--- config.mk ---
export PLATFORM = sky130hd
export DESIGN_NAME = nebula_mem_bridge
export DESIGN_NICKNAME = d
export VERILOG_FILES = /design/src/rtl/nebula_mem_bridge.sv
export SDC_FILE = /design/constraint.sdc
export NUM_CORES = 2
export LEC_CHECK = 0
export BUFFER_PORTS_ARGS = -buffer_cell sky130_fd_sc_hd__buf_4
export CELL_PAD_IN_SITES_DETAIL_PLACEMENT = 0
export CELL_PAD_IN_SITES_GLOBAL_PLACEMENT = 2
export CORE_AREA = 3 3 770 772
export DETAILED_ROUTE_END_ITERATION = 10
export DIE_AREA = 0 0 773 775
export PLACE_DENSITY = 0.4
export SLEW_MARGIN = 0
export SYNTH_ARGS = -nofsm -noshare
export SYNTH_HDL_FRONTEND = slang
export SYNTH_SLANG_ARGS = --single-unit
--- constraint.sdc ---
create_clock -name clk -period 3.3 [get_ports clk]
set_input_delay 0.165 -clock clk [delete_from_list [all_inputs] [get_ports clk]]
set_output_delay 0.165 -clock clk [all_outputs]
set_load 0.02 [all_outputs]
--- src/rtl/nebula_mem_bridge.sv ---
// nebula_mem_bridge
// Memory-side responder for the core's three request/acknowledge ports: the
// instruction line fetch, the data line read/write and the page-table-walker
// 64-bit read. One transaction is in flight at a time. Each transaction is
// split into 64-bit beats on a single downstream command/response bus. Each
// completed transaction returns a single acknowledge pulse with data and an
// error flag.
//
// Ports:
//   clk, rst_n         clock, asynchronous active-low reset
//   imem_*             I-line read: req/addr in, ack/data/error out
//   dmem_*             D-line read or write-back: req/we/addr/wdata in,
//                      ack/rdata/error out
//   ptw_mem_*          PTE read: req/addr in, ack/data/error out
//   mem_cmd_*          downstream beat command (valid/ready handshake)
//   mem_rsp_*          downstream beat response (valid, data, error)
module nebula_mem_bridge #(
  parameter int PADDR_WIDTH = 56,
  parameter int XLEN        = 64,
  parameter int LINE_SIZE   = 64
) (
  input  logic                     clk,
  input  logic                     rst_n,
  input  logic                     imem_req,
  input  logic [PADDR_WIDTH-1:0]   imem_addr,
  output logic                     imem_ack,
  output logic [LINE_SIZE*8-1:0]   imem_data,
  output logic                     imem_error,
  input  logic                     dmem_req,
  input  logic                     dmem_we,
  input  logic [PADDR_WIDTH-1:0]   dmem_addr,
  input  logic [LINE_SIZE*8-1:0]   dmem_wdata,
  output logic                     dmem_ack,
  output logic [LINE_SIZE*8-1:0]   dmem_rdata,
  output logic                     dmem_error,
  input  logic                     ptw_mem_req,
  input  logic [PADDR_WIDTH-1:0]   ptw_mem_addr,
  output logic                     ptw_mem_ack,
  output logic [XLEN-1:0]          ptw_mem_data,
  output logic                     ptw_mem_error,
  output logic                     mem_cmd_valid,
  input  logic                     mem_cmd_ready,
  output logic                     mem_cmd_we,
  output logic [PADDR_WIDTH-1:0]   mem_cmd_addr,
  output logic [XLEN-1:0]          mem_cmd_wdata,
  input  logic                     mem_rsp_valid,
  input  logic [XLEN-1:0]          mem_rsp_data,
  input  logic                     mem_rsp_error
);

  localparam int BEATS  = LINE_SIZE / 8;
  localparam int LINE_W = LINE_SIZE * 8;
  localparam int BW     = $clog2(BEATS);

  localparam logic [PADDR_WIDTH-1:0] LINE_MASK = ~PADDR_WIDTH'(LINE_SIZE - 1);
  localparam logic [PADDR_WIDTH-1:0] PTE_MASK  = ~PADDR_WIDTH'(7);
  localparam logic [BW-1:0]          LAST_BEAT = BW'(BEATS - 1);

  localparam logic [1:0] S_IDLE = 2'd0;
  localparam logic [1:0] S_CMD  = 2'd1;
  localparam logic [1:0] S_WAIT = 2'd2;
  localparam logic [1:0] S_DONE = 2'd3;

  localparam logic [1:0] G_IMEM = 2'd0;
  localparam logic [1:0] G_DMEM = 2'd1;
  localparam logic [1:0] G_PTW  = 2'd2;

  logic [1:0]             state_q, state_d;
  logic [1:0]             gnt_q, gnt_d;
  logic                   we_q, we_d;
  logic [PADDR_WIDTH-1:0] base_q, base_d;
  logic [BW-1:0]          beat_q, beat_d;
  logic                   err_q, err_d;
  // rr_last: 0 = imem was granted last, 1 = dmem was granted last
  logic                   rr_last_q, rr_last_d;
  // set for the IDLE cycle right after DONE; masks the port just acked
  logic                   acked_q, acked_d;
  logic [LINE_W-1:0]      wline_q, wline_d;
  logic [LINE_W-1:0]      imem_data_q, imem_data_d;
  logic [LINE_W-1:0]      dmem_rdata_q, dmem_rdata_d;
  logic [XLEN-1:0]        ptw_data_q, ptw_data_d;

  logic                   elig_i, elig_d, elig_p;
  logic [BW-1:0]          last_beat;

  always_comb begin
    state_d      = state_q;
    gnt_d        = gnt_q;
    we_d         = we_q;
    base_d       = base_q;
    beat_d       = beat_q;
    err_d        = err_q;
    rr_last_d    = rr_last_q;
    acked_d      = 1'b0;
    wline_d      = wline_q;
    imem_data_d  = imem_data_q;
    dmem_rdata_d = dmem_rdata_q;
    ptw_data_d   = ptw_data_q;

    elig_p    = ptw_mem_req && !(acked_q && gnt_q == G_PTW);
    elig_d    = dmem_req    && !(acked_q && gnt_q == G_DMEM);
    elig_i    = imem_req    && !(acked_q && gnt_q == G_IMEM);
    last_beat = (gnt_q == G_PTW) ? '0 : LAST_BEAT;

    case (state_q)
      S_IDLE: begin
        beat_d = '0;
        err_d  = 1'b0;
        if (elig_p) begin
          gnt_d      = G_PTW;
          we_d       = 1'b0;
          base_d     = ptw_mem_addr & PTE_MASK;
          ptw_data_d = '0;
          state_d    = S_CMD;
        end else if (elig_d && (!elig_i || !rr_last_q)) begin
          gnt_d     = G_DMEM;
          we_d      = dmem_we;
          base_d    = dmem_addr & LINE_MASK;
          rr_last_d = 1'b1;
          state_d   = S_CMD;
          // a write-back leaves the previous read line visible
          if (dmem_we) wline_d = dmem_wdata;
          else         dmem_rdata_d = '0;
        end else if (elig_i) begin
          gnt_d       = G_IMEM;
          we_d        = 1'b0;
          base_d      = imem_addr & LINE_MASK;
          rr_last_d   = 1'b0;
          imem_data_d = '0;
          state_d     = S_CMD;
        end
      end
      S_CMD: begin
        if (mem_cmd_ready) state_d = S_WAIT;
      end
      S_WAIT: begin
        if (mem_rsp_valid) begin
          if (mem_rsp_error) begin
            // abort: the failing beat and the rest stay zero
            err_d   = 1'b1;
            state_d = S_DONE;
          end else begin
            if (!we_q) begin
              if (gnt_q == G_PTW) begin
                ptw_data_d = mem_rsp_data;
              end else begin
                for (int i = 0; i < BEATS; i++) begin
                  if (beat_q == BW'(i)) begin
                    if (gnt_q == G_IMEM) imem_data_d[i*XLEN +: XLEN] = mem_rsp_data;
                    else                 dmem_rdata_d[i*XLEN +: XLEN] = mem_rsp_data;
                  end
                end
              end
            end
            if (beat_q == last_beat) begin
              state_d = S_DONE;
            end else begin
              beat_d  = beat_q + 1'b1;
              state_d = S_CMD;
            end
          end
        end
      end
      default: begin
        acked_d = 1'b1;
        state_d = S_IDLE;
      end
    endcase
  end

  always_ff @(posedge clk or negedge rst_n) begin
    if (!rst_n) begin
      state_q      <= S_IDLE;
      gnt_q        <= G_IMEM;
      we_q         <= 1'b0;
      base_q       <= '0;
      beat_q       <= '0;
      err_q        <= 1'b0;
      rr_last_q    <= 1'b0;
      acked_q      <= 1'b0;
      wline_q      <= '0;
      imem_data_q  <= '0;
      dmem_rdata_q <= '0;
      ptw_data_q   <= '0;
    end else begin
      state_q      <= state_d;
      gnt_q        <= gnt_d;
      we_q         <= we_d;
      base_q       <= base_d;
      beat_q       <= beat_d;
      err_q        <= err_d;
      rr_last_q    <= rr_last_d;
      acked_q      <= acked_d;
      wline_q      <= wline_d;
      imem_data_q  <= imem_data_d;
      dmem_rdata_q <= dmem_rdata_d;
      ptw_data_q   <= ptw_data_d;
    end
  end

  always_comb begin
    mem_cmd_valid = (state_q == S_CMD);
    mem_cmd_we    = mem_cmd_valid && we_q;
    mem_cmd_addr  = '0;
    mem_cmd_wdata = '0;
    if (mem_cmd_valid) begin
      mem_cmd_addr = base_q + {{(PADDR_WIDTH-BW-3){1'b0}}, beat_q, 3'b000};
      if (we_q) begin
        for (int i = 0; i < BEATS; i++) begin
          if (beat_q == BW'(i)) mem_cmd_wdata = wline_q[i*XLEN +: XLEN];
        end
      end
    end
  end

  assign imem_ack      = (state_q == S_DONE) && (gnt_q == G_IMEM);
  assign dmem_ack      = (state_q == S_DONE) && (gnt_q == G_DMEM);
  assign ptw_mem_ack   = (state_q == S_DONE) && (gnt_q == G_PTW);
  assign imem_error    = imem_ack && err_q;
  assign dmem_error    = dmem_ack && err_q;
  assign ptw_mem_error = ptw_mem_ack && err_q;
  assign imem_data     = imem_data_q;
  assign dmem_rdata    = dmem_rdata_q;
  assign ptw_mem_data  = ptw_data_q;

endmodule

; Yosys cells after proc, flatten, opt, wreduce, memory -nomap -nowiden
; Index checks and enable logic that the tools add are counted.
[totals]
regBits = 1667
input_bits = 753
output_inout_bits = 1216
wordCells = 195
[classes]
n_addsub = 2
eq_ne = 38
mux = 78
n_bitwise = 1
reduce_logical = 50
[ops]
columns = operator, count
row1 = 2-to-1 mux 512 bit, 14
row2 = 2-to-1 mux 64 bit, 33
row3 = one-hot mux 512 bit (2 select lines), 2
row4 = 2-to-1 mux 56 bit, 4
row5 = AND reduction 10 bit, 16
row6 = one-hot mux 64 bit (2 select lines), 1
row7 = adder 56 x 6 -> 56 bit, 1
row8 = "!= test 2 bit, second input constant", 23
row9 = 2-to-1 mux 2 bit, 10
row10 = logical AND 1 bit, 14
row11 = "equality test 3 bit, second input constant", 4
row12 = 2-to-1 mux 3 bit, 4
row13 = AND reduction 3 bit, 3
row14 = AND reduction 4 bit, 2
row15 = 2-to-1 mux 1 bit, 7
row16 = "equality test 2 bit, second input constant", 3
row17 = "equality test 3 x 2 -> 1 bit, second input constant", 2
row18 = one-hot mux 2 bit (3 select lines), 1
row19 = one-hot mux 3 bit (2 select lines), 1
row20 = AND reduction 6 bit, 1
row21 = logical NOT 1 bit, 5
row22 = "equality test 2 x 1 -> 1 bit, second input constant", 2
row23 = logical NOT 2 bit, 2
row24 = "!= test 4 bit, second input constant", 1
row25 = other kinds (12), 13

; Depth between registers and ports, before layout
[depth]
depth_word = 11
ltp_mapped = 10
depth_no_buf = 8

; Least setup slack after synthesis
; Ideal clock, no wire load.
[synth_path]
kind = register -> output
startpoint = reg beat_q[0]
endpoint = out mem_cmd_addr[37]
t_arrival_ps = 2896
t_required_ps = 3135
slack_ps = 239
stages_incl_launch_ff = 9
n_path_buf = 0
cell_sequence = dfrtp_1 > ha_1 > inv_1 > fa_1 > nand2b_1 > a2111oi_2 > nand2_1 > or3_1 > a21oi_1
[synth_between]
elab_chain_cells = 2
[synth_lines]
columns = item, line_no
row1 = from (decl), 72  ; logic [BW-1:0] beat_q, beat_d;
row2 = from (signal assigned), 190  ; beat_q <= beat_d;
row3 = adder 56 x 6 -> 56 bit, 207  ; mem_cmd_addr = base_q + {{(PADDR_WIDTH-BW-3){1'b0}}, beat_q, 3'b000};
row4 = 2-to-1 mux 56 bit, 206  ; if (mem_cmd_valid) begin
row5 = to (decl), 44  ; output logic [PADDR_WIDTH-1:0] mem_cmd_addr,
; No other way between the ends.

; Worst setup path in the final report
[layout_path]
startpoint = reg beat_q[2]
endpoint = out mem_cmd_wdata[15]
[layout_between]
elab_chain_cells = 11
word_cells_on_any_way = 18
classes_between = eq/ne: 7 / mux: 10 / reduce/logical: 1
[layout_lines]
columns = item, line_no
row1 = logical NOT 3 bit, 210  ; if (beat_q == BW'(i)) mem_cmd_wdata = wline_q[i*XLEN +: XLEN];
row2 = 2-to-1 mux 64 bit (7 in a row), 210
row3 = 2-to-1 mux 64 bit (*), 210
row4 = 2-to-1 mux 64 bit (*), 208  ; if (we_q) begin
row5 = 2-to-1 mux 64 bit (*), 206
row6 = to (decl), 45  ; output logic [XLEN-1:0] mem_cmd_wdata,
; Every way passes the cells marked *; elsewhere a longest branch is shown, timed or not.

==> results.tsv <==
stage	metric	value	unit
status	status	finished with violations	
status	violations	setup timing	
logic_synthesis	synthTopCellsByArea	dfrtp_1 59%, mux2_2 23%, mux2_4 2.5%	
finish	fill_cells	63751	
die	core_area	586000	um^2
timing	post-route-period-util	1.12	
setup_path	ff2ff_setup_slack	0.15	ns
global_routing	grt_pass1_vias	61742	
min_path	whs_path_depth	3	
setup_path	start_kind	flop	
timing	worst_clock_skew	0.0938	ns
drt	routedWlPerCell	28.1	um
global_routing	grt_overflow_total	0	
timing	clock.fmax	0.270	GHz
clock_tree	numCtsBuffers	225	
die	die_h	775	um
clock_tree	path_clk_slew	0.06	ns
setup_path	end_kind	primary output	
clock_tree	htree_levels	4	
clock_tree	clkLatencyLatePin	0.97	ns
finish	syn2layout_area_growth	68.6	%
die	fp-row-count	281	
flow_run	maxCapViolations	0	
die	ioPinCount	1969	
drt	drtPass1Iterations	5	
logic_synthesis	synthDistinctLibCells	65	
logic_synthesis	yosysWarnings	0	
die	die_w	773	um
finish	layout_common_cells	2114 x buf_4, 1658 x dfrtp_1, 1461 x mux2_2, 1026 x dlygate4sd3_1, 241 x clkbuf_16	
die	dieArea	599000	um^2
logic_synthesis	syn-cell-area	70700	um^2
finish	finalNetCount	9052	
global_routing	antenna_found_initial	222	
logic_synthesis	yosysTopAreaCellShare	0.589	
drt	drc_errors	0	
timing	finalSetupViolCount	108	
logic_synthesis	syn_area_per_cell	13.9	um^2
timing	layout_min_cycle_time	3.70	ns
pwr	p_leak	55.0	nW
logic_synthesis	yosysTopAreaCell	dfrtp_1	
min_path	worstHoldEndpoint	ptw_mem_data[63]	
min_path	hp-class	primary input to flop	
drt	vias_per_cell	3.54	
logic_synthesis	ys.flop_type	dfrtp_1	
min_path	hold_start	mem_rsp_data[63]	
drt	vias	57929	
setup_path	reg2reg_depth	7	
die	initial_core_util	0.121	
setup_path	reg2reg_from	we_q	
global_routing	grt_max_degree	119	
place	dp_hpwl	343000	um
drt	postRouteAntennaNets	0	
pwr	peakVddDrop	471	uV
global_routing	grt_pass1_wl	597000	um
timing	report.final.slew_viol_count	0	
finish	mostFrequentLayoutCell	buf_4	
place	gp_congestion	0.808	
setup_path	cp.required	3.13	ns
timing	hold_viol_final	0	
clock_tree	cts.sinks	1664	
drt	drt-initial-drc-count	2705	
setup_path	cp.arrival	3.54	ns
drt	finalWirelength	460000	um
logic_synthesis	synth_edf_count	0	
finish	fin_cells	16361	
timing	worst_pin_slew	1.41	ns
clock_tree	cts_tree	done	
pwr	power_density	941	nW/um^2
clock_tree	root_buffer	clkbuf_16	
logic_synthesis	synth-seq-area-share	0.589	
logic_synthesis	synthCells	5104	
place	portBuffers	1950	
finish	final_area	119000	um^2
timing	timing.slew.headroom	0.0599	
global_routing	grt_util_all_layers	0.145	
setup_path	rr_endpoint	dmem_rdata[411]	
logic_synthesis	async_flop_share	1.00	
pwr	total_power	112	mW
timing	setup_ws	-0.404	ns
clock_tree	ctsLongestPathBuffers	4	
logic_synthesis	ys_ff_latch	1664	
timing	tns	-25.37	ns
setup_path	cp_max_fo	68	
finish	fin_util	0.204	
setup_path	path_class	flop to primary output	
timing	rsz0062_at_grt	yes	
place	placedCellCount	14675	
place	placed_cell_area	96900	um^2
finish	drive_gt1_frac	0.552	
-- repair_timing --
| item | CTS | global route |
|---|---|---|
| setup buffers | 53 | 70 |
| gates cloned | 8 | 17 |
| pin swaps | 78 | 167 |
| endpoints found under the hold margin | 2477 | 0 |
| hold buffers | 1027 | 0 |
| endpoints found under the setup margin | 113 | 112 |
| gates resized for setup | 246 | 346 |
-- worst max-delay path, cell delays in order (launching register included) --
cell and delay (ns):
dfrtp_4 0.47, inv_4 0.06, buf_12 0.18, nor2_4 0.47
buf_8 0.35, a22oi_1 0.16, a21oi_2 0.25, buf_6 0.16
-- per-layer routing --
metal  vias up  GRT usage  wire length, um
li1      25011          -                -
met1     30302      0.168           182000
met4       118     0.0345            13000
met2      1916      0.262           234000
met5         -          0              721
met3       582     0.0415            30700
-- cell type report --
type / count / area (um^2) / area share
flip-flops and latches: 1664 / 41600 / 0.349
repair buffers: 3428 / 31100 / 0.260
multi-input cells: 2952 / 28900 / 0.242
well taps: 7782 / 9740 / 0.0816
clock buffers: 344 / 6670 / 0.0559
clock inverters: 62 / 942 / 0.00790
diodes: 111 / 278 / 0.00233
inverters: 18 / 76.3 / 0.000640
-- worst max-delay path by stage --
stage,from,end,slack (ns)
6_report,beat_q[2],mem_cmd_wdata[15],-0.40
5_1_grt,beat_q[0],mem_cmd_addr[49],-0.54
4_1_cts,beat_q[0],mem_cmd_addr[49],-0.57
3_5_place_dp,beat_q[0],mem_cmd_wdata[6],-0.25
3_3_place_gp,beat_q[1],mem_cmd_wdata[6],-0.34
2_1_floorplan,beat_q[0],mem_cmd_addr[37],0.24
-- synth_stat cells, types with 25 or more instances --
cell type / instances
o22ai_1: 127
a2bb2oi_1: 64
buf_1: 78
o21ai_0: 85
mux2_4: 120
clkbuf_1: 236
mux2_2: 1461
xor2_1: 25
a22o_1: 67
a311oi_1: 50
dfrtp_1: 1664
and2_1: 68
a22oi_1: 128
nor2_1: 98
a21oi_1: 151
nor2b_1: 71
nand2_1: 134
buf_2: 133
a21o_1: 52
nand3_1: 85
nand4_1: 26
-- power by group --
| group | total, mW | switching, mW | internal, mW | leakage [nW] |
|---|---|---|---|---|
| registers | 35.9 | 6.69 | 29.2 | 21.9 |
| logic | 50.9 | 28.3 | 22.7 | 29.3 |
| clock network | 25.4 | 10.3 | 15.1 | 3.72 |
| total | 112 | 45.3 | 67.0 | 55.0 |
-- kinds of logic (layout without fill, tap and decap cells) --
group,count (synthesis),count (layout),synth area share
XOR/XNOR,30,30,0.00371
other,1,114,0.0000530
flip-flops,1664,1664,0.589
adder cells (fa/ha/maj),10,10,0.00188
AO/OA/AOI/OAI,752,752,0.0733
AND/OR/NAND/NOR,554,555,0.0400
multiplexers,1602,1602,0.261
buffers and inverters,491,3852,0.0309
-- state kept, by name (all words and copies together) (netlist names) --
| name | cells |
|---|---|
| base_q | 53 |
| imem_data | 512 |
| dmem_rdata | 512 |
| err_q | 1 |
| gnt_q | 2 |
| wline_q | 512 |
| ptw_mem_data | 64 |
| state_q | 2 |
| we_q | 1 |
| acked_q | 1 |
| rr_last_q | 1 |
| beat_q | 3 |
-- through the flow --
stage          hold slack [ns]  setup WS [ns]
2_1_floorplan           -0.131          0.239
3_3_place_gp             0.304         -0.344
3_5_place_dp             0.311         -0.254
4_1_cts               0.000437         -0.572
5_1_grt                 0.0214         -0.543
6_report                0.0977         -0.404
Power figures use the tool's default switching activity.
